`src/rtl/reg_wb_pkg.sv`:
```
// Shared op codes, FSM states and constants for the writeback controller.
// REG_WB_LINK_EN enables OP_LINK (PC+8) writes.
package reg_wb_pkg;

  typedef logic [2:0] op_t;

  localparam op_t OP_ALU  = 3'd0;
  localparam op_t OP_WORD = 3'd1;
  localparam op_t OP_BYTE = 3'd2;
  localparam op_t OP_HALF = 3'd3;
  localparam op_t OP_IMM  = 3'd4;
  localparam op_t OP_LINK = 3'd5;

  typedef enum logic [1:0] {
    S_IDLE,
    S_WAIT_MEM,
    S_WRITE
  } state_t;

  localparam int LINK_OFFSET = 8;

  function automatic logic is_load(input op_t op);
    return (op == OP_WORD) || (op == OP_BYTE) ||
           (op == OP_HALF);
  endfunction

endpackage

```
`src/rtl/reg_wb_ctrl_load_extend.sv`:
```
// Little-endian lane select and sign/zero extension of load data.
// Halfword selection uses only byte_off[1].
module load_extend
  import reg_wb_pkg::*;
#(
  parameter int DATA_W = 32
) (
  input  logic [DATA_W-1:0] rdata_i,
  input  op_t               op_i,
  input  logic              sign_i,
  input  logic [1:0]        byte_off_i,
  output logic [DATA_W-1:0] data_o
);

  logic [7:0]  b;
  logic [15:0] h;

  always_comb begin
    b = rdata_i[7:0];
    unique case (byte_off_i)
      2'd0: b = rdata_i[7:0];
      2'd1: b = rdata_i[15:8];
      2'd2: b = rdata_i[23:16];
      2'd3: b = rdata_i[31:24];
      default: b = rdata_i[7:0];
    endcase
    h = byte_off_i[1] ? rdata_i[31:16]
                      : rdata_i[15:0];
  end

  always_comb begin
    data_o = rdata_i;
    unique case (1'b1)
      (op_i == OP_BYTE):
        data_o = {{(DATA_W-8){sign_i & b[7]}}, b};
      (op_i == OP_HALF):
        data_o = {{(DATA_W-16){sign_i & h[15]}}, h};
      default: data_o = rdata_i;
    endcase
  end

endmodule

```
`src/rtl/reg_wb_ctrl.sv`:
```
// Register-file writeback controller with load wait and timeout.
// Define REG_WB_LINK_EN to build the OP_LINK (PC+8) path.
module reg_wb_ctrl
  import reg_wb_pkg::*;
#(
  parameter int DATA_W      = 32,
  parameter int REG_AW      = 5,
  parameter int TIMEOUT_CYC = 16
) (
  input  logic              clock,
  input  logic              reset_n,
  input  logic              i_valid,
  output logic              o_ready,
  input  logic [2:0]        i_op,
  input  logic              i_sign,
  input  logic [1:0]        i_byte_off,
  input  logic [REG_AW-1:0] i_rd,
  input  logic [DATA_W-1:0] i_alu_result,
  input  logic [15:0]       i_imm,
  input  logic [DATA_W-1:0] i_pc,
  input  logic              i_mem_rvalid,
  input  logic [DATA_W-1:0] i_mem_rdata,
  output logic              o_wen,
  output logic [REG_AW-1:0] o_waddr,
  output logic [DATA_W-1:0] o_wdata,
  output logic              o_busy,
  output logic              o_err
);

  localparam int CW = $clog2(TIMEOUT_CYC + 1);
  localparam logic [CW-1:0] CNT_MAX =
    CW'(TIMEOUT_CYC - 1);

  state_t            state_q;
  logic [CW-1:0]     cnt_q;
  op_t               op_q;
  logic              sign_q;
  logic [1:0]        off_q;
  logic [REG_AW-1:0] rd_q;
  logic              wen_q;
  logic              err_q;
  logic [REG_AW-1:0] waddr_q;
  logic [DATA_W-1:0] wdata_q;

  logic              op_legal;
  logic [DATA_W-1:0] nl_data;
  logic [DATA_W-1:0] ext_data;

  load_extend #(.DATA_W(DATA_W)) u_ext (
    .rdata_i    (i_mem_rdata),
    .op_i       (op_q),
    .sign_i     (sign_q),
    .byte_off_i (off_q),
    .data_o     (ext_data)
  );

`ifdef REG_WB_LINK_EN
  logic [DATA_W-1:0] link_data;
  assign link_data = i_pc + DATA_W'(LINK_OFFSET);
  assign op_legal  = (i_op <= OP_LINK);
`else
  logic unused_pc;
  assign unused_pc = ^i_pc;
  assign op_legal  = (i_op <= OP_IMM);
`endif

  always_comb begin
    nl_data = i_alu_result;
    unique case (1'b1)
      (i_op == OP_IMM):
        nl_data = {i_imm, {(DATA_W-16){1'b0}}};
`ifdef REG_WB_LINK_EN
      (i_op == OP_LINK):
        nl_data = link_data;
`endif
      default: nl_data = i_alu_result;
    endcase
  end

  always_ff @(posedge clock) begin
    if (!reset_n) begin
      state_q <= S_IDLE;
      cnt_q   <= '0;
      op_q    <= OP_ALU;
      sign_q  <= 1'b0;
      off_q   <= 2'd0;
      rd_q    <= '0;
      wen_q   <= 1'b0;
      err_q   <= 1'b0;
      waddr_q <= '0;
      wdata_q <= '0;
    end else begin
      wen_q <= 1'b0;
      err_q <= 1'b0;
      unique case (state_q)
        S_WAIT_MEM: begin
          // a response in the expiry cycle still wins
          if (i_mem_rvalid) begin
            state_q <= S_WRITE;
            wen_q   <= (rd_q != '0);
            waddr_q <= rd_q;
            wdata_q <= ext_data;
          end else if (cnt_q == CNT_MAX) begin
            state_q <= S_IDLE;
            err_q   <= 1'b1;
          end else begin
            cnt_q <= cnt_q + 1'b1;
          end
        end
        default: begin
          if (!i_valid) begin
            state_q <= S_IDLE;
          end else if (!op_legal) begin
            state_q <= S_IDLE;
            err_q   <= 1'b1;
          end else if (is_load(i_op)) begin
            state_q <= S_WAIT_MEM;
            cnt_q   <= '0;
            op_q    <= i_op;
            sign_q  <= i_sign;
            off_q   <= i_byte_off;
            rd_q    <= i_rd;
          end else begin
            state_q <= S_WRITE;
            wen_q   <= (i_rd != '0);
            waddr_q <= i_rd;
            wdata_q <= nl_data;
          end
        end
      endcase
    end
  end

  assign o_ready = (state_q != S_WAIT_MEM);
  assign o_busy  = (state_q == S_WAIT_MEM);
  assign o_wen   = wen_q;
  assign o_err   = err_q;
  assign o_waddr = waddr_q;
  assign o_wdata = wdata_q;

endmodule

```
`config.mk`:
```
export PLATFORM = sky130hd
export DESIGN_NAME = reg_wb_ctrl
export DESIGN_NICKNAME = d
export VERILOG_FILES = /design/src/rtl/reg_wb_pkg.sv /design/src/rtl/reg_wb_ctrl_load_extend.sv /design/src/rtl/reg_wb_ctrl.sv
export SDC_FILE = /design/constraint.sdc
export NUM_CORES = 1
export LEC_CHECK = 0
export BUFFER_PORTS_ARGS = -buffer_cell sky130_fd_sc_hd__buf_2
export CAP_MARGIN = 20
export CORE_MARGIN = 3
export CORE_UTILIZATION = 42
export CTS_CLUSTER_SIZE = 12
export DETAILED_ROUTE_END_ITERATION = 8
export PLACE_DENSITY = 0.77
export SLEW_MARGIN = 5
export SYNTH_ARGS = -nofsm -noshare
export SYNTH_HDL_FRONTEND = slang
export SYNTH_SLANG_ARGS = --single-unit
```
`constraint.sdc`:
```
create_clock -name clock -period 2.3 [get_ports clock]
set_input_delay 0.69 -clock clock [delete_from_list [all_inputs] [get_ports clock]]
set_output_delay 0.69 -clock clock [all_outputs]
set_load 0.05 [all_outputs]
```
==> impl_metrics.toml <==
[cells_and_area]
drive_gt1_share_pct = 34.25
area_delta_synth_final_pct = 30.02
diodes = 0
final_cells = 642
fin_util_pct = 57.98
final_cell_mix = "buf_2 (135), nand2_1 (74), dfxtp_1 (57), nand3_1 (22)"
multi_input_area_um2 = 2008
layout.cells.most_common = "buf_2"
fin_nets = 668
fillCellCount = 687
regArea_um2 = 1141

[timing]
setup-violations-final = 0
hold_ws_ns = 0.4712
tightest_slew_ns = 0.5985
max_clock_freq_ghz = 0.4602
period_share_pct = 94.47
rsz0062_at_grt = "no"
fin_skew_ns = 0.006501
maxSlewViolCount = 0
hold_viol_final = 0
fin_crit_ns = 2.173
max_slew_margin_pct = 60.02

[synthesis]
syn_area_um2 = 3338
yosysWarningCount = 0
ys_ff_latch = 57
synth_top_cell_area_share_pct = 34.18
synth_flop_cell = "dfxtp_1"
netlist_instances = 418
synth-seq-area-share_pct = 34.18
ys_async_sr_fraction_pct = 0
syn_avg_cell_area_um2 = 7.986
synth-edff-count = 0
synthesis.nets = 547
yosysTopAreaCell = "dfxtp_1"
yosysUniqueCellTypes = 51
synth.top_cells.by_area = "dfxtp_1 (34%), nand2_1 (8.3%), a221oi_1 (4.2%)"

[route]
wire_per_inst_um = 17.02
drc = 0
drt-total-wl_mm = 10.93
ant_nets = 0
drt_iter0_drc = 207
num_vias = 3818
drt_pass1_iterations = 4
viasPerCell = 5.947

[global_routing]
grt_max_degree = 38
grt_pass1_vias = 3457
overflow = 0
grt_use_total_pct = 23.56
antenna_found_initial = 0
grt_pass1_wl_mm = 16.79

[placement]
dp_hpwl_mm = 8.087
portBuffers = 135
place_inst = 626
place.gp.congestion = 0.8401

[die]
die_x_um = 95.15
initial_core_util_pct = 44.59
rows = 31
core_um2 = 7486
die_h_um = 95.15
io-pin-count = 168
die_area_um2 = 9054

[flow_run]
maxCapViolations = 0

[clock_tree]
clkLatencyLatePin_ns = 0.33
cts_inserted_buffers = 9
htreeDepth = 3
cts_sinks = 57
clk_path_buf_depth = 2
root_buffer = "clkbuf_8"
clk_pin_slew_worst_paths_ns = 0.07
cts_hold_buffers = 0
cts_tree = "done"

[pwr]
p_per_area_nw_per_um2 = 636.4
comb_power_share_pct = 22.9
p_leak_nw = 1.931
p_sw_share_pct = 31.45
vdd_drop_max_mv = 0.3711
power_mw = 2.762
p_switching_uw = 868.8
power_frac_seq_pct = 39.0
clkPwrFrac_pct = 38.1
power.internal_mw = 1.893

[critical_path]
reg2reg_from = "cnt_q[0]"
slowest_stage = "or4b_1"
rr_endpoint = "cnt_q[3]"
r2r_slack_ns = 0.13
crit_required_ns = 2.56
worstRegToRegCells = 7
critical_path.cell_chain = "ha_1 > and3_1 > ha_1 > or4b_1 > o31a_2 > or3_1 > a21oi_1"
cp.buffers_inverters = 0
worstPathMaxFanout = 6
cpPeakStageDelay_ns = 0.50
crit_family = "simple AND/OR/NAND/NOR gates"
critPathArrivalTime_ns = 2.43
end_kind = "register"
cp-start-kind = "register"
cp_common_cell = "ha_1"
critPathKind = "reg2reg"

[min_path]
hold_path_class = "reg2reg"
whs_path_depth = 2
min_from = "o_wdata[20]"
whs_endpoint = "o_wdata[20]"

[outcome]
status = "finished clean"
through the flow:
step	area, um2	TNS, ns	setup WS [ns]
2_1_floorplan	3338	0	0.1895
3_3_place_gp	4091	-0.06493	-0.04499
3_5_place_dp	4091	-0.5616	-0.06955
4_1_cts	4309	0	0.07761
5_1_grt	4340	0	0.03291
6_report	4340	0	0.1271
logic make-up after synthesis:
family                   count (synthesis)  share of synthesized area (%)
buffers and inverters                   49                          5.959
AND/OR/NAND/NOR                        176                          29.12
AO/OA/AOI/OAI                          129                          28.07
adder cells (fa/ha/maj)                  2                         0.7495
multiplexers                             5                          1.912
flip-flops                              57                          34.18
synthesized netlist by cell type (3+ instances only):
library cell,number
dfxtp_1,57
nor2b_1,12
nand4_1,9
and3b_1,3
a31oi_1,15
a21boi_0,11
nor4b_1,7
o221a_2,9
inv_1,5
o31ai_1,16
buf_1,3
a211oi_1,6
o21ai_0,18
o211a_1,5
buf_2,9
nand2_1,74
o221ai_1,6
a221oi_1,16
or3_1,4
nand3_1,22
mux2i_1,3
clkbuf_1,30
nor2_1,3
nor4bb_1,6
and3_1,18
a21oi_1,17
layout make-up:
type | count | share of cell area (%)
clock buffers | 10 | 3.171
clock inverters | 5 | 1.845
inverters | 6 | 0.5189
multi-input cells | 312 | 46.27
flip-flops and latches | 57 | 26.29
well taps | 99 | 2.854
repair buffers | 153 | 19.05
power groups by stage:
stage                     registers, mW  clock network (mW)  logic (mW)
after floorplan                    1.24                   0       0.255
after global placement             1.10                   0       0.607
after detailed placement           1.10                   0       0.616
after CTS                          1.08                1.07       0.618
after global routing               1.08                1.10       0.681
final                              1.08                1.05       0.633
registers in the layout, summed over array words and instances, names as in the netlist:
register,flops
o_wdata,32
cnt_q,5
o_waddr,5
rd_q,5
op_q,3
off_q,2
state_q,2
o_err,1
o_wen,1
sign_q,1
per-layer routing:
layer	wire length, um	global-route usage (%)
met3	1012	5.288
met4	284	10.22
met5	0	0
met2	5067	36.03
met1	4560	31.73
worst min-delay path: stages, from the launching register on:
cell     delay [ns]
dfxtp_1        0.31
nand3_1        0.06
o31ai_1        0.06
worst max path at each step:
stage	startpoint	endpoint	slack [ns]	cells after the start
2_1_floorplan	cnt_q[0]	cnt_q[3]	0.19	8
3_3_place_gp	i_mem_rdata[31]	o_wdata[31]	-0.04	5
3_5_place_dp	i_mem_rdata[31]	o_wdata[26]	-0.07	5
4_1_cts	state_q[0]	o_busy	0.08	3
5_1_grt	cnt_q[0]	cnt_q[3]	0.03	7
6_report	cnt_q[0]	cnt_q[3]	0.13	7
what timing repair did:
| action | 4_1_cts | 5_1_grt |
|---|---|---|
| endpoints found under the setup margin | 0 | 10 |
| buffers inserted | 0 | 1 |
| gates resized for setup | 0 | 2 |
| hold endpoints to repair | 0 | 0 |
Note: power is estimated with default switching activity, not from simulation.
